$ cat config.mk
export PLATFORM = sky130hd
export DESIGN_NAME = bmp_stream_parser
export DESIGN_NICKNAME = d
export VERILOG_FILES = /design/src/rtl/bmp_stream_parser.sv
export SDC_FILE = /design/constraint.sdc
export NUM_CORES = 1
export LEC_CHECK = 0
export BUFFER_PORTS_ARGS = -buffer_cell sky130_fd_sc_hd__buf_2
export CAP_MARGIN = 20
export CORE_MARGIN = 4
export CORE_UTILIZATION = 58
export CTS_CLUSTER_DIAMETER = 80
export DETAILED_ROUTE_END_ITERATION = 16
export PLACE_DENSITY = 0.76
export SETUP_SLACK_MARGIN = 0.05
export SLEW_MARGIN = 20
export SYNTH_ARGS = -nofsm -noshare
export SYNTH_HDL_FRONTEND = slang
export SYNTH_SLANG_ARGS = --single-unit
export TNS_END_PERCENT = 20
$ cat constraint.sdc
create_clock -name clk -period 3.4 [get_ports clk]
set_input_delay 0.17 -clock clk [delete_from_list [all_inputs] [get_ports clk]]
set_output_delay 0.17 -clock clk [all_outputs]
set_load 0.005 [all_outputs]
$ cat src/rtl/bmp_stream_parser.sv
// bmp_stream_parser: BMP byte stream to RGB pixel stream with frame/line markers
// Ports: clk, rst_n (sync, active-low), restart; byte input s_data/s_valid/s_ready;
// pixel output m_pixel/m_valid/m_ready with m_sof/m_eol/m_eof; img_width, img_height,
// hdr_valid, err. Define BMP_TOPDOWN_EN to accept negative (top-down) heights.
module bmp_stream_parser #(
  parameter int MAX_WIDTH  = 4096,
  parameter int MAX_HEIGHT = 4096,
  parameter int CNT_W      = 16
) (
  input  logic             clk,
  input  logic             rst_n,
  input  logic             restart,
  input  logic [7:0]       s_data,
  input  logic             s_valid,
  output logic             s_ready,
  output logic [23:0]      m_pixel,
  output logic             m_valid,
  input  logic             m_ready,
  output logic             m_sof,
  output logic             m_eol,
  output logic             m_eof,
  output logic [CNT_W-1:0] img_width,
  output logic [CNT_W-1:0] img_height,
  output logic             hdr_valid,
  output logic             err
);
  typedef enum logic [2:0] {IDLE, HDR, SKIP, PIX, PAD, DONE, ERR} state_t;
  state_t state_q;
  logic [31:0] idx_q, off_q, wid_q, hgt_q, habs;
  logic [15:0] sig_q, bpp_q;
  logic [7:0] b_q, g_q, r_q;
  logic [1:0] bc_q, pad_q, pc_q;
  logic [CNT_W-1:0] col_q, row_q, img_w_q, img_h_q;
  logic [23:0] pix_q;
  logic mv_q, sof_q, eol_q, eof_q, hv_q, err_q;
  logic s_fire, m_fire, last_b, at_eol, at_eof, hdr_ok;
  logic [5:0] ko, kw, kh;
  assign s_ready = state_q == PIX ? (!mv_q || m_ready) : state_q != IDLE;
  assign s_fire = s_valid && s_ready;
  assign m_fire = mv_q && m_ready;
  assign last_b = bpp_q == 16'd32 ? bc_q == 2'd3 : bc_q == 2'd2;
  assign at_eol = col_q == img_w_q - CNT_W'(1);
  assign at_eof = at_eol && row_q == img_h_q - CNT_W'(1);
  assign ko = idx_q[5:0] - 6'd10;
  assign kw = idx_q[5:0] - 6'd18;
  assign kh = idx_q[5:0] - 6'd22;
`ifdef BMP_TOPDOWN_EN
  assign habs = hgt_q[31] ? -hgt_q : hgt_q;
`else
  // A negative height reads as a huge unsigned value and fails the range check.
  assign habs = hgt_q;
`endif
  assign hdr_ok = sig_q == 16'h4D42 && (bpp_q == 16'd24 || bpp_q == 16'd32) &&
                  wid_q != 32'd0 && wid_q <= 32'(MAX_WIDTH) &&
                  habs != 32'd0 && habs <= 32'(MAX_HEIGHT) && off_q >= 32'd54;
  assign m_pixel = pix_q;
  assign m_valid = mv_q;
  assign m_sof = sof_q;
  assign m_eol = eol_q;
  assign m_eof = eof_q;
  assign img_width = img_w_q;
  assign img_height = img_h_q;
  assign hdr_valid = hv_q;
  assign err = err_q;
  always_ff @(posedge clk) begin
    if (!rst_n) begin
      state_q <= IDLE;
      idx_q <= '0;
      off_q <= '0;
      wid_q <= '0;
      hgt_q <= '0;
      sig_q <= '0;
      bpp_q <= '0;
      b_q <= '0;
      g_q <= '0;
      r_q <= '0;
      bc_q <= '0;
      pad_q <= '0;
      pc_q <= '0;
      col_q <= '0;
      row_q <= '0;
      img_w_q <= '0;
      img_h_q <= '0;
      pix_q <= '0;
      mv_q <= 1'b0;
      sof_q <= 1'b0;
      eol_q <= 1'b0;
      eof_q <= 1'b0;
      hv_q <= 1'b0;
      err_q <= 1'b0;
    end else begin
      if (m_fire) mv_q <= 1'b0;
      if (s_fire) idx_q <= idx_q + 32'd1;
      case (state_q)
        IDLE: begin
          idx_q <= '0;
          col_q <= '0;
          row_q <= '0;
          bc_q <= '0;
          pc_q <= '0;
          state_q <= HDR;
        end
        HDR: if (s_fire) begin
          if (idx_q < 32'd2) sig_q[{idx_q[0], 3'b000} +: 8] <= s_data;
          if (idx_q >= 32'd10 && idx_q <= 32'd13) off_q[{ko[1:0], 3'b000} +: 8] <= s_data;
          if (idx_q >= 32'd18 && idx_q <= 32'd21) wid_q[{kw[1:0], 3'b000} +: 8] <= s_data;
          if (idx_q >= 32'd22 && idx_q <= 32'd25) hgt_q[{kh[1:0], 3'b000} +: 8] <= s_data;
          if (idx_q == 32'd28 || idx_q == 32'd29) bpp_q[{idx_q[0], 3'b000} +: 8] <= s_data;
          if (idx_q == 32'd53) begin
            if (hdr_ok) begin
              hv_q <= 1'b1;
              img_w_q <= wid_q[CNT_W-1:0];
              img_h_q <= habs[CNT_W-1:0];
              // 24bpp: (4 - 3w mod 4) mod 4 == w mod 4; 32bpp rows are always aligned.
              pad_q <= bpp_q == 16'd32 ? 2'd0 : wid_q[1:0];
              state_q <= off_q == 32'd54 ? PIX : SKIP;
            end else begin
              err_q <= 1'b1;
              mv_q <= 1'b0;
              state_q <= ERR;
            end
          end
        end
        SKIP: if (s_fire && idx_q + 32'd1 == off_q) state_q <= PIX;
        PIX: if (s_fire) begin
          bc_q <= last_b ? 2'd0 : bc_q + 2'd1;
          if (bc_q == 2'd0) b_q <= s_data;
          if (bc_q == 2'd1) g_q <= s_data;
          if (bc_q == 2'd2) r_q <= s_data;
          if (last_b) begin
            pix_q <= {bpp_q == 16'd32 ? r_q : s_data, g_q, b_q};
            mv_q <= 1'b1;
            sof_q <= col_q == '0 && row_q == '0;
            eol_q <= at_eol;
            eof_q <= at_eof;
            col_q <= at_eol ? '0 : col_q + CNT_W'(1);
            if (at_eol) row_q <= row_q + CNT_W'(1);
            if (at_eol && pad_q != 2'd0) state_q <= PAD;
            else if (at_eof) state_q <= DONE;
          end
        end
        PAD: if (s_fire) begin
          pc_q <= pc_q + 2'd1;
          if (pc_q + 2'd1 == pad_q) begin
            pc_q <= 2'd0;
            state_q <= row_q == img_h_q ? DONE : PIX;
          end
        end
        DONE, ERR: if (restart) begin
          err_q <= 1'b0;
          hv_q <= 1'b0;
          state_q <= IDLE;
        end
        default: state_q <= IDLE;
      endcase
    end
  end
endmodule

==> results list, run 1 <==
- CTS clk-pin slew, worst paths: 60 ps
* Tightest slew margin relative to the limit: 0.3612
- The first global-routing pass estimated 65,380 um of wire.
- Final Critical Period: 3274 ps
- Clock tree synthesis found a total of 287 sinks.
- The congestion estimate from routability-driven global placement came to 0.9328.
- Max stage delay cell, worst path: sky130_fd_sc_hd__nor4_4
- The cell sitting at the root of the clock tree is a sky130_fd_sc_hd__clkbuf_16.
* CTS tree: yes
* Clock latency at the later pin of the worst-skew pair: 580 ps
* Number of buffers inserted during clock tree synthesis: 30
- The design draws 7.856 mW.
- Vias/cell: 6.158
- Max Cap Viol: 0
- The cell family contributing the most delay on the critical path is simple AND/OR/NAND/NOR gates.
* Standard cell core area: 0.02446 sq mm
- Fill cell total of the finished layout: 2,080
* Kind of launch point of the worst setup path: flop
- HPWL after DPL: 28,000 um
* Initial DRC Count: 1,196
- Met1 Usage GRT: 0.3936
- The final layout contains 1,880 nets.
- Traced cell by cell, the critical path runs through buf_4, or2_2, or3_4, nor3b_2, xnor2_1, nand4_2, nor4_4, o21ai_4, buf_6, or4_1, nand2_1.
* Total Die Area: 0.02762 sq mm
* Remaining antenna violation count after routing: 0
* P_leak: 6.038 nW
- Setup repair after global routing missed its margin: true
* Worst-path fanout max: 12
* Sequential-to-total area share from yosys stat: 0.3958
- Die X: 166.2 um
* Total number of placement rows: 57
* Global-route congestion overflow total: 0
- STA classifies the critical path endpoint as a flop.
* Final Hold Viols: 0
* Slew at the pin with the worst max-slew slack: 954.7 ps
* Average routed wire per standard cell: 18.61 um
* CP Data Required Time: 3890 ps
- Total instance count after detailed placement: 2,137
* Overall track demand over capacity in global routing: 0.2792
- met2 is the most crowded layer.
- Setup CP Type: reg2reg
- Number of synthesized register bits: 287
* Critical path buffer and inverter count: 2
- Share of synthesized registers carrying an async set or reset: 0
- For this run, global-route usage on met3 was measured as 0.04094.
- Antenna violations before repair: 1
* Area growth from synthesis to layout: 11.84%
* Number of standard cells in the layout, taps in and fillers out: 2,199
* Chip height: 166.2 um
* Pin count of the biggest net entering global routing: 96
* Areal power density over the cells: 483.9 mW/mm^2
* Highest attainable clock frequency: 305.4 MHz
* Count of flip-flops with a built-in enable after synthesis: 0
* Most common flop cell mapped by yosys: sky130_fd_sc_hd__dfxtp_1
- Counting distinct cell types in the post-synthesis netlist gives 75.
* Total length of routed wires: 40,920 um
- The routed layout has 13,540 vias.
* Worst hold slack across all endpoints: 31.74 ps
- The run finished with clean final reports.
- VDD IR-drop max: 0.0004602 V
- Routing usage on met2: 0.4451
* Cell taking the most area after synthesis: sky130_fd_sc_hd__dfxtp_1
* Layout cells sized above 1: 0.1227
- Cell area after synthesis: 0.01452 sq mm
- Top-Level Pins: 76
* YS warnings: 0
- The via count of the first global-routing pass was 12,460.
- The clock passes through at most 3 buffers.
- Number of H-tree levels: 1
- Avg Cell Area, Syn: 7.958 sq um
- Of the available clock period, the critical path in the final layout requires 0.9631.
- For this run, design rule violations remaining after detail routing come to 0.
- The first detailed-routing pass took 5 iterations.
* Initial Utilization: 0.5934
- Post-synthesis instance total: 1,824
* Final Skew: 32.99 ps
- Data arrival time at the worst-slack endpoint: 3770 ps
- The number of nets in the synthesized netlist is 1,853.
- Number of buffer cells added on primary ports: 75
- The count of final max-slew check failures came to 0.
* Post-synth top area share: 0.3958
* Final count of negative-setup-slack endpoints: 0
* Dominant cells by area after synthesis: sky130_fd_sc_hd__dfxtp_1 40%, sky130_fd_sc_hd__nand2_1 6.8%, sky130_fd_sc_hd__a21oi_1 6.2%
* CP max stage delay: 490 ps
* Tightest Hold Check Type: in2reg
==> synth_stat cells (all sizes together) (11+ instances only) <==
cell type	count
dfxtp	287
nand2	262
a21oi	180
nor2	173
nand3	143
clkbuf	127
xnor2	85
mux2i	72
nor4	55
xor2	48
nor3	41
o21ai	38
nand4	35
inv	27
and2	23
or4	20
or3	18
a211oi	17
ha	16
and3	15
and4	14
o31ai	14
nor4b	11
==> per-layer routing <==
| layer | vias up | wire (um) |
|---|---|---|
| met5 | - | 0 |
| met1 | 6406 | 17990 |
| met3 | 101 | 3357 |
| met4 | 0 | 1305 |
| met2 | 586 | 18270 |
| li1 | 6449 | - |
==> report_power, final <==
part / leakage (nW) / internal [mW] / total, mW / switching, mW
registers: 2.31 / 3.41 / 3.46 / 0.0541
clock network: 0.488 / 1.87 / 3.26 / 1.39
logic: 3.24 / 0.337 / 1.13 / 0.795
total: 6.04 / 5.62 / 7.86 / 2.24
==> cell families (layout without fill, tap and decap cells) <==
| logic type | count (synthesis) | after routing | share of synthesized area |
|---|---|---|---|
| AOI/OAI and AO/OA | 303 | 304 | 0.1217 |
| xor gates and xnor gates | 133 | 133 | 0.08025 |
| adders and majority gates | 16 | 16 | 0.01379 |
| buffers and inverters | 163 | 212 | 0.04715 |
| DFF | 287 | 287 | 0.3958 |
| muxes | 73 | 73 | 0.05043 |
| other | 0 | 1 | 0 |
| and+or+nand+nor | 849 | 849 | 0.2908 |
==> registers in the layout (all words and copies together) (netlist names), 24 cells and up <==
signal	cells
wid_q	32
habs	32
off_q	32
m_pixel	24
idx_q	32
==> worst paths after layout <==
kind | startpoint | end | slack [ps] | cells after the start
worst min-delay path | restart | err$_SDFFE_PN0P_ | 30 | 4
worst max register to register | img_width[1]$_SDFFE_PN0P_ | row_q[3]$_SDFFE_PN0P_ | 130 | 11
worst min register to register | m_pixel[14]$_SDFFE_PN0P_ | m_pixel[14]$_SDFFE_PN0P_ | 450 | 2
worst max-delay path | img_width[1]$_SDFFE_PN0P_ | row_q[3]$_SDFFE_PN0P_ | 130 | 11
==> stage by stage <==
step | setup TNS [ps] | util | setup slack, ps | cell area [sq um]
2_1_floorplan | 0 | - | 309.1 | 14520
3_3_place_gp | -1392 | 0.6184 | -93.36 | 15130
3_5_place_dp | -3465 | 0.6184 | -240.2 | 15130
4_1_cts | 0 | 0.6598 | 39.06 | 16140
5_1_grt | -2.759 | 0.6636 | -2.759 | 16230
6_report | 0 | 0.6636 | 125.6 | 16230
==> placed cells by master, fill, tap and decap left out, types with 5 or more instances in the layout <==
cell type                   Yosys  final
sky130_fd_sc_hd__nor3_1        39     37
sky130_fd_sc_hd__or3_1         12     12
sky130_fd_sc_hd__and2_1        23     23
sky130_fd_sc_hd__dfxtp_1      287    287
sky130_fd_sc_hd__a21oi_1      179    179
sky130_fd_sc_hd__nand4_1       34     34
sky130_fd_sc_hd__nor2b_1        9      9
sky130_fd_sc_hd__o21ai_0       35     35
sky130_fd_sc_hd__and3_1        15     15
sky130_fd_sc_hd__mux2i_1       72     72
sky130_fd_sc_hd__buf_4          1     52
sky130_fd_sc_hd__nor4b_1       11     11
sky130_fd_sc_hd__nor2_1       172    170
sky130_fd_sc_hd__nand3_1      143    142
sky130_fd_sc_hd__a31oi_1        6      6
sky130_fd_sc_hd__inv_1         26     26
sky130_fd_sc_hd__a211oi_1      17     16
sky130_fd_sc_hd__ha_1          16     15
sky130_fd_sc_hd__clkinv_2       0      9
sky130_fd_sc_hd__xnor2_1       85     84
sky130_fd_sc_hd__nand2_1      262    261
sky130_fd_sc_hd__or4_1         20     19
sky130_fd_sc_hd__o22ai_1        5      5
sky130_fd_sc_hd__clkbuf_1     120      5
sky130_fd_sc_hd__xor2_1        48     48
sky130_fd_sc_hd__o31ai_1       14     14
sky130_fd_sc_hd__o211ai_1       9      9
sky130_fd_sc_hd__clkbuf_16      0     30
sky130_fd_sc_hd__and4_1        12     12
sky130_fd_sc_hd__nor4_1        52     52
sky130_fd_sc_hd__buf_2          0     75
==> worst min-delay path, delay by kind of cell <==
| kind | cells | cell delay [ps] |
|---|---|---|
| AO/OA/AOI/OAI | 2 | 220 |
| buffers and inverters | 1 | 110 |
| AND/OR/NAND/NOR | 1 | 60 |
==> final cells by class <==
cell class	count	area (sq um)	area share
Clock buffer	39	824.5	0.05079
Inverter	27	106.4	0.006551
Clock inverter	16	167.7	0.01033
Timing Repair Buffer	130	807.0	0.04971
Tap cell	324	405.4	0.02497
Antenna cell	1	2.502	0.0001541
Sequential cell	287	5746	0.3539
Multi-Input combinational cell	1375	8175	0.5036
==> what timing repair did <==
action / in CTS / in global routing
setup buffers: 0 / 4
cloned: 0 / 1
hold endpoints to repair: 1 / 0
hold buffers: 1 / 0
setup endpoints to repair: 24 / 33
pin swaps: 0 / 4
resized for setup: 2 / 10
No activity file was read; power rests on OpenSTA's default activity.
==> run 2: changes to the inputs <==
GPL_TIMING_DRIVEN = 0   (was unset)
PLACE_DENSITY = 0.8   (was 0.76)
==> run 2 against run 1 <==
Via count is 4.2% higher. Cell area is 1.9% higher. Wire length up 8.9%. Total power is 0.31% lower. First-iteration DRC count increased by 33%. Non-clock buffer count grew 81. Flip-flop and latch count unchanged. Largest power group unchanged. Highest routed layer unchanged.
==> results list, run 2 (same netlist as run 1, synthesis figures left out) <==
- Area growth from synthesis to layout: 13.94%
- Global-route congestion overflow total: 0
- Worst Setup End Kind: flop
* Areal power density over the cells: 473.6 mW/mm^2
- Detailed placement finished with a half-perimeter wire length of 31,950 um.
* Final period utilization: 0.9906
- Leaving out filler cells and counting taps, the final layout contains 2,278.
- The number of endpoints with negative hold slack in the final report is 0.
- Layout cells sized above 1: 0.1066
- Of the total power, the share spent switching nets is 0.2899.
- R2r startpoint: idx_q[2]$_SDFFE_PP0P_
- Status: finished, final reports clean
* Initial Utilization: 0.5934
- The count of nets left with antenna violations once routing finished came out at 0.
* Post-Route Setup TNS: 0 ps
* Number of H-tree levels: 1
- Port buffering added 67 buffers.
- The critical path contains buffers and inverters numbering 2 combined.
* Total via count in the routed design: 14,110
- Data arrival time at the worst-slack endpoint: 3850 ps
- Average routed wire per standard cell: 19.57 um
- Fill cell total of the finished layout: 2,045
* Highest attainable clock frequency: 296.9 MHz
- For this block, the initial DRC count from the detailed router was 1,586.
* Pin count of the biggest net entering global routing: 18
- The worst pin sits at a relative slew slack of 0.2704.
- Leaving out fill and tap cells, the most frequent cells in the layout are 279 x sky130_fd_sc_hd__dfxtp_1, 262 x sky130_fd_sc_hd__nand2_1, 179 x sky130_fd_sc_hd__a21oi_1.
* Max Cap Viol: 0
- The worst register-to-register path ends at state_q[0]$_SDFFE_PN0P_.
- VDD IR-drop max: 0.0003849 V
* Combinational power share: 0.153
- Root buffer selected by CTS: sky130_fd_sc_hd__clkbuf_16
- The first global-routing pass estimated 70,320 um of wire.
* Top-Level Pins: 76
- Clock share of power: 0.407
- R2R cell count: 11
- Setup repair after global routing could not meet its margin everywhere.
- Reported net switching power: 2.270 mW
* CP max stage delay: 610 ps
- The die covers 0.02762 sq mm.
* Max stage delay cell, worst path: sky130_fd_sc_hd__or4_1
- Tightest Hold Check Type: in2reg
- In the routed design, unresolved DRC markers number 0.
- Data on the critical path is required at its endpoint by 3880 ps.
* Total length of routed wires: 44,580 um
- For the worst-skew pair, the clock arrives at the later sink with an insertion delay of 590 ps.
* Vias in the first global route: 13,170
* Kind of launch point of the worst setup path: flop
- The internal portion of the total power is 5.561 mW.
- The library cell used most frequently in the layout, excluding fill and tap cells, is sky130_fd_sc_hd__dfxtp_1.
- From left edge to right edge, the die measures 166.2 um.
- Final count of negative-setup-slack endpoints: 0
- Traced cell by cell, the critical path runs through clkbuf_1, nand3_1, or4_1, clkbuf_1, or4_1, xnor2_1, o21ai_0, nand4_1, o31ai_4, o211ai_1, mux2i_1.
- Setup CP Type: reg2reg
- Clock tree synthesis inserted a total of 30 buffers.
- Hold Crit Endpoint: pc_q[1]$_SDFFE_PN0P_
* Final Critical Period: 3368 ps
- For this design, the sink count on the clock tree is 287.
- The longest clock path from root to sink contains 3 buffers.
- The final layout contains 1,960 nets.
- Antenna violations before repair: 2
- Total number of placement rows: 57
- The share of total power dissipated in sequential elements is 0.440.
- The count of final max-slew check failures is 0.
* Chip height: 166.2 um
* P_leak: 6.031 nW
- CTS clk-pin slew, worst paths: 60 ps
* Final estimated routing congestion in global placement: 0.9188
- The core region is 0.02446 sq mm.
- The kind of cell with the highest combined delay along the critical path is simple AND/OR/NAND/NOR gates.
- Setup slack of the most critical reg-to-reg path: 30 ps
- Hold Path Origin: s_valid
- CTS tree: yes
* Total instance count after detailed placement: 2,215
- For the final database, setup skew stands at 48.00 ps.
- The worst hold path passes through 3 cells.
* Vias/cell: 6.194
- Pre-Repair DR Iteration Count: 6
* Slew at the pin with the worst max-slew slack: 1090 ps
- Worst-path fanout max: 9
- In the global route stage, overall resource usage came out at 0.3059.
run 2: tightest hold or removal path: stages:
cell and delay (ps):
sky130_fd_sc_hd__buf_2 130, sky130_fd_sc_hd__a41oi_1 220, sky130_fd_sc_hd__a211oi_1 70
run 2: area by class of cell:
cell class              instances  area (sq um)  area share
flip-flops and latches        287          5758      0.3482
clock inverters                11         112.6    0.006809
multi-input cells            1374          8298      0.5017
well taps                     324         405.4     0.02451
inverters                      27         101.3    0.006128
clock buffers                  42         845.8     0.05114
repair buffers                 79         427.9     0.02587
plain buffers                 132         584.3     0.03533
diodes                          2         5.005   0.0003026
run 2: worst max-delay path by stage:
| stage | startpoint | slack, ps | end | depth (start not counted) |
|---|---|---|---|---|
| detailed placement | idx_q[5]$_SDFFE_PP0P_ | -440 | state_q[0]$_SDFFE_PN0P_ | 10 |
| global route | idx_q[2]$_SDFFE_PP0P_ | -160 | state_q[0]$_SDFFE_PN0P_ | 11 |
| floorplan | img_width[0]$_SDFFE_PN0P_ | 310 | row_q[14]$_SDFFE_PN0P_ | 11 |
| finish | idx_q[2]$_SDFFE_PP0P_ | 30 | state_q[0]$_SDFFE_PN0P_ | 11 |
| global placement | idx_q[5]$_SDFFE_PP0P_ | -510 | state_q[0]$_SDFFE_PN0P_ | 10 |
| CTS | state_q[2]$_SDFFE_PN0P_ | -80 | wid_q[17]$_SDFFE_PN0P_ | 11 |
run 2: metal layers:
metal	global-route usage	vias to the layer above	part of all wire
met5	0	-	0
met1	0.4155	6660	0.42
met3	0.06237	129	0.098
met4	0.1044	0	0.034
li1	-	6619	-
met2	0.4883	703	0.45
run 2: metrics by stage:
step / worst slack (ps) / utilization / hold WS [ps] / power [mW] / instance area (sq um)
after floorplan: 309.1 / - / 356.4 / 4.273 / 14520
after global placement: -512.4 / 0.6237 / 439.0 / 4.614 / 15260
after detailed placement: -436.1 / 0.6242 / 443.5 / 4.635 / 15270
after CTS: -83.85 / 0.6692 / 64.02 / 7.803 / 16370
after global routing: -158.8 / 0.6761 / 90.02 / 8.083 / 16540
final: 31.83 / 0.6761 / 98.55 / 7.832 / 16540
run 2: power groups by stage:
stage / clock network, mW / registers, mW / logic (mW)
floorplan: 0 / 3.51 / 0.763
global placement: 0 / 3.52 / 1.10
global route: 3.35 / 3.45 / 1.28
detailed placement: 0 / 3.52 / 1.11
finish: 3.19 / 3.45 / 1.20
CTS: 3.20 / 3.45 / 1.16
run 2: repair_timing:
action / 4_1_cts / 5_1_grt
pin swaps: 7 / 6
setup endpoints to repair: 111 / 157
hold buffers: 1 / 0
gates cloned: 0 / 0
gates resized for setup: 24 / 30
buffers inserted: 7 / 4
hold endpoints to repair: 1 / 0
==> run 3: changes to the inputs <==
CTS_BUF_LIST = sky130_fd_sc_hd__clkbuf_16   (was unset)
GPL_ROUTABILITY_DRIVEN = 0   (was unset)
==> run 3 against run 2 <==
Cell area is 0.34% higher. Count of clock-buffer cells in the layout down 12. Clock power up 1%. Global-route usage is 0.75 points lower. Sequential share of layout area is 0.13 points lower. Core utilization grew 0.23 points. Flip-flop and latch count unchanged. Setup slack gained 78 ps. Critical endpoint unchanged.
==> results list, run 3 (same netlist as run 1, synthesis figures left out) <==
* CP max stage delay: 550 ps
- Cells traversed along the worst timing path: clkbuf_2, nand2_1, or4_1, clkbuf_1, or4_1, xnor2_1, o21ai_0, nand4_1, o31ai_4, o211ai_1, mux2i_1
* Final Critical Period: 3290 ps
- The most numerous cell type found on the critical path is sky130_fd_sc_hd__or4_1.
- TritonCTS built the clock tree.
- Standard cell core area: 0.02446 sq mm
* Layout Nets: 1,960
* Clock Tree Buf Depth: 3
- Data arrival time at the worst-slack endpoint: 3750 ps
- Final count of negative-setup-slack endpoints: 0
- Detailed placement finished with a half-perimeter wire length of 30,590 um.
* CTS clk-pin slew, worst paths: 70 ps
* Most used cells in the layout excluding fill and tap cells: 280 x sky130_fd_sc_hd__dfxtp_1, 261 x sky130_fd_sc_hd__nand2_1, 179 x sky130_fd_sc_hd__a21oi_1
- Die X: 166.2 um
* Drc violations: 0
* Fill cell total of the finished layout: 1,936
- Antenna diode count: 0
- The finished cells cover 0.01659 sq mm.
- Relative to the synthesized area, the layout overhead comes to 14.33%.
- The slowest stage of the critical path is the sky130_fd_sc_hd__or4_1 cell.
- Max Cap Viol: 0
- Initial DRC Count: 1,817
- For this run, the total global-route usage over all layers was measured as 0.2984.
* Total instance count after detailed placement: 2,215
- In the final routed layout, each cell accounts on average for 19.16 um.
- Data on the critical path is required at its endpoint by 3860 ps.
* Number of buffers inserted during clock tree synthesis: 30
- Setup repair after global routing could not meet its margin everywhere.
* Total length of routed wires: 43,650 um
- Status: finished, final reports clean
* Total number of placement rows: 57
* Max Slew Vio Count: 0
- Top-Level Pins: 76
* Total Die Area: 0.02762 sq mm
- Sink Count: 287
* Core Util, Final: 0.6784
* Number of H-tree levels: 1
- Remaining antenna violation count after routing: 0
- Entering global routing, the biggest net connects 18 pins.
* Worst Setup End Kind: flop
* Final period utilization: 0.9677
* Vias/cell: 6.273
- For this run, the detailed router's first-pass iteration total came to 6.
* Number of standard cells in the layout, taps in and fillers out: 2,278
- For this design the static power due to leakage is 6.098 nW.
- Antenna violations before repair: 0
- The via count of the first global-routing pass is 13,350.
* Kind of launch point of the worst setup path: flop
- The library cell used most frequently in the layout, excluding fill and tap cells, is sky130_fd_sc_hd__dfxtp_1.
- Setup CP Type: reg2reg
- Slew at the pin with the worst max-slew slack: 1080 ps
- Global-route wire length before repair: 69,460 um
* Cell area after placement: 0.01526 sq mm
* Clock latency at the later pin of the worst-skew pair: 590 ps
- The worst hold path belongs to the class in2reg.
* Initial Utilization: 0.5934
* Root buffer selected by CTS: sky130_fd_sc_hd__clkbuf_16
- The total overflow left after global routing is 0.
* Number of buffer cells added on primary ports: 67
* Final Hold Viols: 0
- In this run the vertical extent of the chip is 166.2 um.
- IR analysis of the VDD net gives a maximum drop of 0.0004111 V.
- Along the worst path, the maximum fanout reaches 9.
- In the final layout, the share of cells above drive strength 1 is 0.1100.
* Areal power density over the cells: 475.4 mW/mm^2
* Tightest slew margin relative to the limit: 0.2773
* Final Skew: 51.52 ps
* Highest attainable clock frequency: 303.9 MHz
- Across all layers, the routed design uses 14,290 vias.
run 3: timing repair:
| item | CTS | global route |
|---|---|---|
| buffers inserted | 1 | 13 |
| hold buffers | 1 | 0 |
| gates cloned | 0 | 0 |
| pin swaps | 4 | 12 |
| endpoints found under the hold margin | 1 | 0 |
| setup endpoints to repair | 74 | 121 |
| resized for setup | 23 | 44 |
run 3: worst max-delay path: cells and delay by family (launching register included):
family	cells	cell delay, ps
XOR/XNOR	1	160
buffers and inverters	2	410
multiplexers	1	190
flip-flops	1	410
AO/OA/AOI/OAI	3	680
AND/OR/NAND/NOR	4	1290
run 3: stage by stage:
stage                     total power [mW]  hold WS [ps]  setup WS, ps  TNS, ps
after global routing                 8.143         74.23        -26.88   -26.88
after floorplan                      4.273         356.4         309.1        0
after CTS                            7.822         45.55        -24.38   -24.38
final                                7.890         63.73         109.7        0
after detailed placement             4.619         445.3        -455.0   -12120
after global placement               4.598         438.2        -369.7   -15800
run 3: worst paths after layout:
path	cells after the start	to	slack [ps]	from
setup / recovery	11	state_q[0]$_SDFFE_PN0P_	110	idx_q[1]$_SDFFE_PP0P_
hold / removal	4	hdr_valid$_SDFFE_PN0P_	60	restart
setup reg to reg	11	state_q[0]$_SDFFE_PN0P_	110	idx_q[1]$_SDFFE_PP0P_
hold reg to reg	2	m_pixel[8]$_SDFFE_PN0P_	450	m_pixel[8]$_SDFFE_PN0P_
run 3: layer usage:
layer	up-vias	part of all wire	global-route usage
met5	-	0	0
met4	0	0.039	0.1141
met3	155	0.094	0.04428
met2	790	0.45	0.4716
met1	6715	0.42	0.4145
li1	6630	-	-
run 3: layout make-up:
cell class / instances / area, sq um / area share
multi-input combinational: 1374 / 8334 / 0.5022
sequential: 287 / 5757 / 0.3469
clock buffer: 30 / 750.7 / 0.04524
buffer: 129 / 574.3 / 0.03461
timing repair buffer: 82 / 450.4 / 0.02714
tap: 324 / 405.4 / 0.02443
clock inverter: 25 / 221.5 / 0.01335
inverter: 27 / 101.3 / 0.006107
run 3: power by group:
| part | internal [mW] | switching (mW) |
|---|---|---|
| registers | 3.41 | 0.0416 |
| clock network | 1.84 | 1.40 |
| logic | 0.362 | 0.847 |
